File: src/rtl/rtc_seg_monitor.sv
// Receive-side checker for the RTC 7-segment digit buses: decodes BCD time,
// validates codes, range and +1 s stepping, and counts error cycles.
//
// state | meaning
// SYNC  | waiting for a legal, in-range sample to load the reference time
// TRACK | locked; every change must be exactly +1 s from the reference
module rtc_seg_monitor #(
    parameter bit H12     = 1'b0,
    parameter int MAX_GAP = 16
) (
    input  logic        clk,
    input  logic        rst,
    input  logic [6:0]  sl,
    input  logic [6:0]  sm,
    input  logic [6:0]  ml,
    input  logic [6:0]  mm,
    input  logic [6:0]  hl,
    input  logic [6:0]  hm,
    output logic [23:0] time_bcd,
    output logic        locked,
    output logic        err_code,
    output logic        err_range,
    output logic        err_step,
    output logic        err_stall,
    output logic [15:0] err_count
);

    typedef enum logic {SYNC, TRACK} state_t;

    localparam int GW = $clog2(MAX_GAP + 1);

    state_t        state_q, state_d;
    logic [41:0]   s_q;
    logic          s_vld;
    logic [23:0]   ref_q, ref_d, ref_inc, time_d, samp;
    logic [5:0]    bad_bus;
    logic [GW-1:0] gap_q, gap_d;
    logic          code_bad, range_bad, hr_ok;
    logic          e_code, e_range, e_step, e_stall;

    // bit 4 flags an illegal code, bits 3:0 carry the digit
    function automatic logic [4:0] seg_dec(input logic [6:0] seg);
        case (seg)
            7'b1111110: seg_dec = 5'h00;
            7'b0110000: seg_dec = 5'h01;
            7'b1101101: seg_dec = 5'h02;
            7'b1111001: seg_dec = 5'h03;
            7'b0110011: seg_dec = 5'h04;
            7'b1011011: seg_dec = 5'h05;
            7'b1011111: seg_dec = 5'h06;
            7'b1110000: seg_dec = 5'h07;
            7'b1111111: seg_dec = 5'h08;
            7'b1111011: seg_dec = 5'h09;
            default:    seg_dec = 5'h10;
        endcase
    endfunction

    for (genvar i = 0; i < 6; i++) begin : g_dec
        assign {bad_bus[i], samp[4*i +: 4]} = seg_dec(s_q[7*i +: 7]);
    end

    assign code_bad = |bad_bus;

    always_comb begin
        if (H12)
            hr_ok = (samp[23:20] == 4'd0 && samp[19:16] != 4'd0) ||
                    (samp[23:20] == 4'd1 && samp[19:16] <= 4'd2);
        else
            hr_ok = (samp[23:20] <= 4'd1) ||
                    (samp[23:20] == 4'd2 && samp[19:16] <= 4'd3);
    end

    assign range_bad = (samp[7:4] > 4'd5) || (samp[15:12] > 4'd5) || !hr_ok;

    // reference + 1 s with BCD carries
    always_comb begin
        ref_inc = ref_q;
        if (ref_q[3:0] != 4'd9) begin
            ref_inc[3:0] = ref_q[3:0] + 4'd1;
        end else begin
            ref_inc[3:0] = 4'd0;
            if (ref_q[7:4] != 4'd5) begin
                ref_inc[7:4] = ref_q[7:4] + 4'd1;
            end else begin
                ref_inc[7:4] = 4'd0;
                if (ref_q[11:8] != 4'd9) begin
                    ref_inc[11:8] = ref_q[11:8] + 4'd1;
                end else begin
                    ref_inc[11:8] = 4'd0;
                    if (ref_q[15:12] != 4'd5) begin
                        ref_inc[15:12] = ref_q[15:12] + 4'd1;
                    end else begin
                        ref_inc[15:12] = 4'd0;
                        if (H12 && ref_q[23:16] == 8'h12)
                            ref_inc[23:16] = 8'h01;
                        else if (!H12 && ref_q[23:16] == 8'h23)
                            ref_inc[23:16] = 8'h00;
                        else if (ref_q[19:16] == 4'd9)
                            ref_inc[23:16] = {ref_q[23:20] + 4'd1, 4'd0};
                        else
                            ref_inc[19:16] = ref_q[19:16] + 4'd1;
                    end
                end
            end
        end
    end

    always_comb begin
        state_d = state_q;
        ref_d   = ref_q;
        time_d  = time_bcd;
        gap_d   = gap_q;
        e_code  = 1'b0;
        e_range = 1'b0;
        e_step  = 1'b0;
        e_stall = 1'b0;
        if (s_vld) begin
            if (code_bad) begin
                e_code  = 1'b1;
                state_d = SYNC;
                gap_d   = '0;
            end else if (range_bad) begin
                e_range = 1'b1;
                state_d = SYNC;
                gap_d   = '0;
            end else if (state_q == SYNC || samp != ref_q) begin
                e_step  = (state_q == TRACK) && (samp != ref_inc);
                state_d = TRACK;
                ref_d   = samp;
                time_d  = samp;
                gap_d   = '0;
            end else if (gap_q == GW'(MAX_GAP - 1)) begin
                e_stall = 1'b1;
                gap_d   = '0;
            end else begin
                gap_d   = gap_q + 1'b1;
            end
        end
    end

    always_ff @(posedge clk or negedge rst) begin
        if (!rst) begin
            s_q       <= '0;
            s_vld     <= 1'b0;
            state_q   <= SYNC;
            ref_q     <= '0;
            time_bcd  <= '0;
            gap_q     <= '0;
            err_code  <= 1'b0;
            err_range <= 1'b0;
            err_step  <= 1'b0;
            err_stall <= 1'b0;
            err_count <= '0;
        end else begin
            s_q       <= {hm, hl, mm, ml, sm, sl};
            s_vld     <= 1'b1;
            state_q   <= state_d;
            ref_q     <= ref_d;
            time_bcd  <= time_d;
            gap_q     <= gap_d;
            err_code  <= e_code;
            err_range <= e_range;
            err_step  <= e_step;
            err_stall <= e_stall;
            if ((e_code | e_range | e_step | e_stall) && err_count != 16'hFFFF)
                err_count <= err_count + 16'd1;
        end
    end

    assign locked = (state_q == TRACK);

endmodule

File: config.mk
export PLATFORM = sky130hd
export DESIGN_NAME = rtc_seg_monitor
export DESIGN_NICKNAME = d
export VERILOG_FILES = /design/src/rtl/rtc_seg_monitor.sv
export SDC_FILE = /design/constraint.sdc
export NUM_CORES = 1
export LEC_CHECK = 0
export ABC_AREA = 1
export BUFFER_PORTS_ARGS = -buffer_cell sky130_fd_sc_hd__buf_2
export CAP_MARGIN = 20
export CORE_MARGIN = 3
export CORE_UTILIZATION = 45
export DETAILED_ROUTE_END_ITERATION = 8
export PLACE_DENSITY = 0.67
export SYNTH_ARGS = -nofsm -noshare
export SYNTH_HDL_FRONTEND = slang
export SYNTH_SLANG_ARGS = --single-unit
File: constraint.sdc
create_clock -name clk -period 2.1 [get_ports clk]
set_input_delay 0.42 -clock clk [delete_from_list [all_inputs] [get_ports clk]]
set_output_delay 0.42 -clock clk [all_outputs]
set_load 0.1 [all_outputs]
After elaboration in Yosys (flattened, before gate mapping) --
Cells that the tools add are included.
Storage, ports and cells: input port bits 44, logic and storage cells 149, register bits 93
Cells by class: $lt $le $gt $ge 4, muxes and demuxes 38, bitwise operators 6, reductions and logical operators 12, equality and inequality tests 71, $add $sub $neg 8
Operators with widths (count):
- 7-bit equality test (second input constant) | 48
- 5-bit one-hot mux with 10 select lines | 6
- 7-bit by 6-bit equality test with 1-bit output (second input constant) | 12
- 24-bit != test | 2
- 4-bit by 1-bit adder with 4-bit output (second input constant) | 6
- 4-bit two-way mux | 6
- 20-bit two-way mux | 1
- 5-bit two-way mux | 4
- 1-bit two-way mux | 17
- 16-bit by 1-bit adder with 16-bit output (second input constant) | 1
- 16-bit two-way mux | 1
- 8-bit two-way mux | 2
- 16-bit != test (second input constant) | 1
- 12-bit two-way mux | 1
- 8-bit by 6-bit equality test with 1-bit output (second input constant) | 1
- 4-bit by 3-bit > comparator with 1-bit output (second input constant) | 2
- 4-bit by 3-bit != test with 1-bit output (second input constant) | 2
- 4-bit != test (second input constant) | 2
- 6-bit OR reduction | 1
- 5-bit by 1-bit adder with 5-bit output (second input constant) | 1
- 5-bit by 4-bit equality test with 1-bit output (second input constant) | 1
- 4-bit by 2-bit equality test with 1-bit output (second input constant) | 1
- 4-bit equality test (second input constant) | 1
- 4-bit by 1-bit <= comparator with 1-bit output (second input constant) | 1
- 9 further kinds | 18

Longest topological paths before layout --
depth in word-level cells 16, gate-level depth with buffers 22

Worst setup path before layout --
OpenSTA, ideal clock, no wires.
kind register to register, start register ref_q[17], end register err_count[11], stages on the path, launching flop included 23, setup slack -911 ps, data required time 1978 ps, library setup time 122 ps, data arrival time 2889 ps, path through dfrtp_1 > inv_1 > ha_1 > nand2_1 > nor2_1 > or2_2 > nor2_1 > nand2_1 > nand2_1 > nand2_1 > nand2_1 > inv_1 > nand2_1 > nor2_1 > nand2_1 > nor2_1 > nor2_1 > nand2_4 > nand3_4 > nand2_4 > buf_12 > nand2_2 > nand2_1
Between the ends: longest elaborated chain between the ends 16, elaborated cells on any way between the ends 25, classes of those cells add/sub (1); eq/ne (4); mux (15); bitwise (2); reduce/logical (3)
Ends and longest elaborated chain:
- from (decl) | line 35 | logic [23:0] ref_q, ref_d, ref_inc, time_d, samp;
- from (signal assigned) | line 158 | ref_q <= ref_d;
- 4-bit by 1-bit adder with 4-bit output or 4-bit equality test (tied branches) | line 101, 98
- 4-bit two-way mux | line 98 | else if (ref_q[19:16] == 4'd9)
- 8-bit two-way mux | line 96 | else if (!H12 && ref_q[23:16] == 8'h23)
- 8-bit two-way mux | line 90 | if (ref_q[15:12] != 4'd5) begin
- 12-bit two-way mux | line 86 | if (ref_q[11:8] != 4'd9) begin
- 16-bit two-way mux | line 82 | if (ref_q[7:4] != 4'd5) begin
- 20-bit two-way mux | line 78 | if (ref_q[3:0] != 4'd9) begin
- 24-bit != test | line 127 | e_step = (state_q == TRACK) && (samp != ref_inc);
- 1-bit logical AND | line 127
- 1-bit two-way mux | line 126 | end else if (state_q == SYNC || samp != ref_q) begin
- 1-bit two-way mux | line 122 | end else if (range_bad) begin
- 1-bit two-way mux | line 118 | if (code_bad) begin
- 1-bit two-way mux | line 117 | if (s_vld) begin
- 1-bit OR | line 165 | if ((e_code | e_range | e_step | e_stall) && err_count != 16'hFFFF)
- 1-bit OR * | line 165
- 1-bit logical AND * | line 165
- to (signal assigned) | line 166 | err_count <= err_count + 16'd1;
- to (decl) | line 25 | output logic [15:0] err_count
Mark *: on every way between the ends. The rest lies on a longest branch, timed or not. A chain may end at the register's enable or synchronous reset.

Worst setup path in the final report --
start register ref_q[13], end register err_count[3]
Between the ends: longest elaborated chain between the ends 14, elaborated cells on any way between the ends 22, classes of those cells add/sub (1); eq/ne (3); mux (13); bitwise (2); reduce/logical (3)
Ends and longest elaborated chain (line):
- 4-bit by 1-bit adder with 4-bit output or 4-bit by 3-bit != test with 1-bit output (tied branches) | 91, 90
- 4-bit two-way mux or 8-bit two-way mux (tied branches) | 90
- 12-bit two-way mux | 86
- 16-bit two-way mux | 82
- 20-bit two-way mux | 78
- 24-bit != test | 127
- 1-bit logical AND | 127
- 1-bit two-way mux | 126
- 1-bit two-way mux | 122
- 1-bit two-way mux | 118
- 1-bit two-way mux | 117
- 1-bit OR | 165
- 1-bit OR * | 165
- 1-bit logical AND * | 165
Marks and branches as above.

==> impl_metrics.ini <==
[run_status]
status = complete, but fails checks
violations = setup timing

[setup_path]
startpoint_type = register
path_cells = inv_4 -> ha_4 -> nand3_4 -> buf_12 -> nor3b_4 -> nand2_1 -> nand2_1 -> nand2_1 -> nand2_1 -> nand2_1 -> inv_1 -> nand2_1 -> nor2_2 -> nand2_2 -> nor2_4 -> nor2_4 -> nand2_4 -> nand3_4 -> buf_8 -> nand3_2 -> nand2_2
cp_common_cell = nand2_1
crit_fanout = 8
max_stage_delay_ns = 0.49
crit_slowest_cell = dfrtp_4
path_class = reg -> reg
crit_arrival_ns = 2.86
cp-end-kind = register
crit_required_ns = 2.34

[sta]
setup_viol = 47
post-route-period-util_pct = 125
finalMaxSlewViolations = 0
hold_viol_final = 0
max_freq_mhz = 381
rsz0062_at_grt = yes
period_minus_slack_ns = 2.62
fin_skew_ns = 0.00861
worst_slack_ns = -0.524

[synthesis]
ys_seq_area_share_pct = 36.2
ys_types = 40
syn_area_per_cell_um2 = 6.71
synth_top_area_share_pct = 36.2
synth_area_leaders = dfrtp_1, nand2_1, nand3_1
ys_seq_elements = 93
yosysTopAreaCell = dfrtp_1
synth_cells = 959
synth-edff-count = 0
synth_nets = 1011
synthesis.area_um2 = 6430
ys_async_sr_fraction_pct = 100
synth_ff_type = dfrtp_1
ys_warn_count = 0

[global_route]
globalRouteOverflowTotal = 0
grt_pass1_wl_um = 29400
track_usage_pct = 22.6
grt_pass1_vias = 6413
grt_max_degree = 33
antenna_found_initial = 0

[power]
switching_share_pct = 33.0
power_frac_comb_pct = 20.5
power_frac_seq_pct = 44.0
power_leakage_nw = 4.92
internal_power_w = 0.00302
clkPwrFrac_pct = 35.6
ir_drop_mv = 0.791
netSwitchingPower_w = 0.00149
power.density_nw_per_um2 = 476

[routing]
final_antenna_net_count = 0
drcViolationCount = 0
routed_wl_um = 18700
drt-initial-drc-count = 462
dr.pass1.iters = 5
wl_per_cell_um = 13.3
vias = 6969
via_per_inst = 4.95

[clocking]
clk-insertion-delay-late_ns = 0.35
clkTransAtPathRegs_ns = 0.07
cts_sinks = 93
ctsHoldBuffers = 0
cts_max_level = 3
cts_root_buf = clkbuf_16
clk_path_buf_depth = 2
numCtsBuffers = 9
cts_tree = done

[floorplan]
die_h_um = 126
dieArea_um2 = 15800
pin_count = 89
initial_core_util_pct = 46.2
core_area_um2 = 13900
die_width_um = 126
rows = 43

[cells_and_area]
final_common_cell = nand2_1
design_area_um2 = 9490
fin_nets = 1274
antenna_cells = 0
drive_gt1_share_pct = 42.6
synthToLayoutAreaGrowth_pct = 47.5
final_cell_mix = nand2_1, buf_4, inv_1, nand3_1, buf_2

[place]
hpwl_um = 13300
gp_congestion = 0.890
dpl_cell_area_um2 = 8250
numPortBuffers = 88
pre_cts_slack_ns = -0.420

[flow_run]
cap_violations = 0

[hold_path]
hold_class = in -> async
[stage by stage]
stage	utilization, %	total power, W	cells	TNS, ns	hold WS (ns)
after CTS	63.0	0.00449	1387	-10.33	0.0498
final	68.1	0.00452	1407	-14.56	0.0360
after global placement	59.2	0.00285	1357	-9.87	0.418
after detailed placement	59.2	0.00286	1357	-11.59	0.425
after global routing	68.1	0.00472	1407	-21.42	0.0536
after floorplan	-	0.00258	959	-5.60	0.124
[metal layers]
metal / share of wire [%] / up-vias / global-route usage (%)
met3: 5.3 / 26 / 3.20
li1: - / 3556 / -
met1: 43 / 3203 / 29.0
met2: 50 / 184 / 39.0
met5: 0 / - / 0
met4: 1.9 / 0 / 7.84
[final cells by class]
type                    instances  area, um2
clock buffers                  12        256
clock inverters                 4       31.3
fillers                      1189       4450
inverters                     121        464
multi-input cells             736       4190
flip-flops and latches         93       2410
well taps                     180        225
repair buffers                261       1910
[power by group through the flow]
stage | logic [W] | clock network, W | registers (W)
6_report | 0.000924 | 0.00161 | 0.00199
5_1_grt | 0.00100 | 0.00171 | 0.00200
4_1_cts | 0.000875 | 0.00163 | 0.00198
3_5_place_dp | 0.000844 | 0 | 0.00202
3_3_place_gp | 0.000836 | 0 | 0.00201
2_1_floorplan | 0.000280 | 0 | 0.00230
[worst max-delay path: cells and delay by family, from the launching register on]
kind	cells	cell delay [ns]
and+or+nand+nor	16	1.42
adders and majority gates	1	0.16
buffers and inverters	4	0.44
DFF	1	0.49
[what timing repair did]
item	in CTS	in global routing
resized for setup	40	165
gates cloned	0	4
pin swaps	25	36
setup endpoints to repair	47	49
setup buffers	14	17
[cell usage after synthesis (2+ instances only)]
library cell and number:
nand2_1 308, nand3_4 3, nor2_2 17, nor2_8 2, o21ai_1 7, nand3_1 111, or2_2 2, nand3_2 3
nand2_4 4, nor2_4 9, nand3b_1 8, inv_1 100, dfrtp_1 93, o22ai_1 2, clkbuf_1 5, o21ai_0 32
nor2_1 129, ha_1 8, nand2_2 18, xnor2_1 6, xor2_1 20, a21oi_1 6, nand4_1 20, nor3_1 10
inv_2 21
[registers in the layout, summed over array words and instances, names as in the netlist]
| register | flops |
|---|---|
| err_stall | 1 |
| ref_q | 24 |
| err_count | 16 |
| s_vld | 1 |
| err_range | 1 |
| gap_q | 5 |
| err_step | 1 |
| err_code | 1 |
| s_q | 42 |
| locked | 1 |
[cell families after synthesis]
group,Yosys count,synth area share [%]
flip-flops,93,36.2
AND/OR/NAND/NOR,649,46.3
XOR/XNOR,26,3.54
buffers and inverters,130,8.04
AO/OA/AOI/OAI,52,4.34
adder cells (fa/ha/maj),8,1.56
other,1,0.0583
[path summary, 6_finish.rpt]
path | slack (ns) | startpoint | end | cells after the start
max | -0.52 | ref_q[13] | err_count[3] | 21
min | 0.04 | rst | s_q[31] | 1
max reg2reg | -0.52 | ref_q[13] | err_count[3] | 21
min reg2reg | 0.51 | err_count[1] | err_count[1] | 2
max in group asynchronous | 1.49 | rst | s_q[37] | 2
min in group clk | 0.17 | mm[6] | s_q[27] | 1
Note: power is estimated with default switching activity, not from simulation.
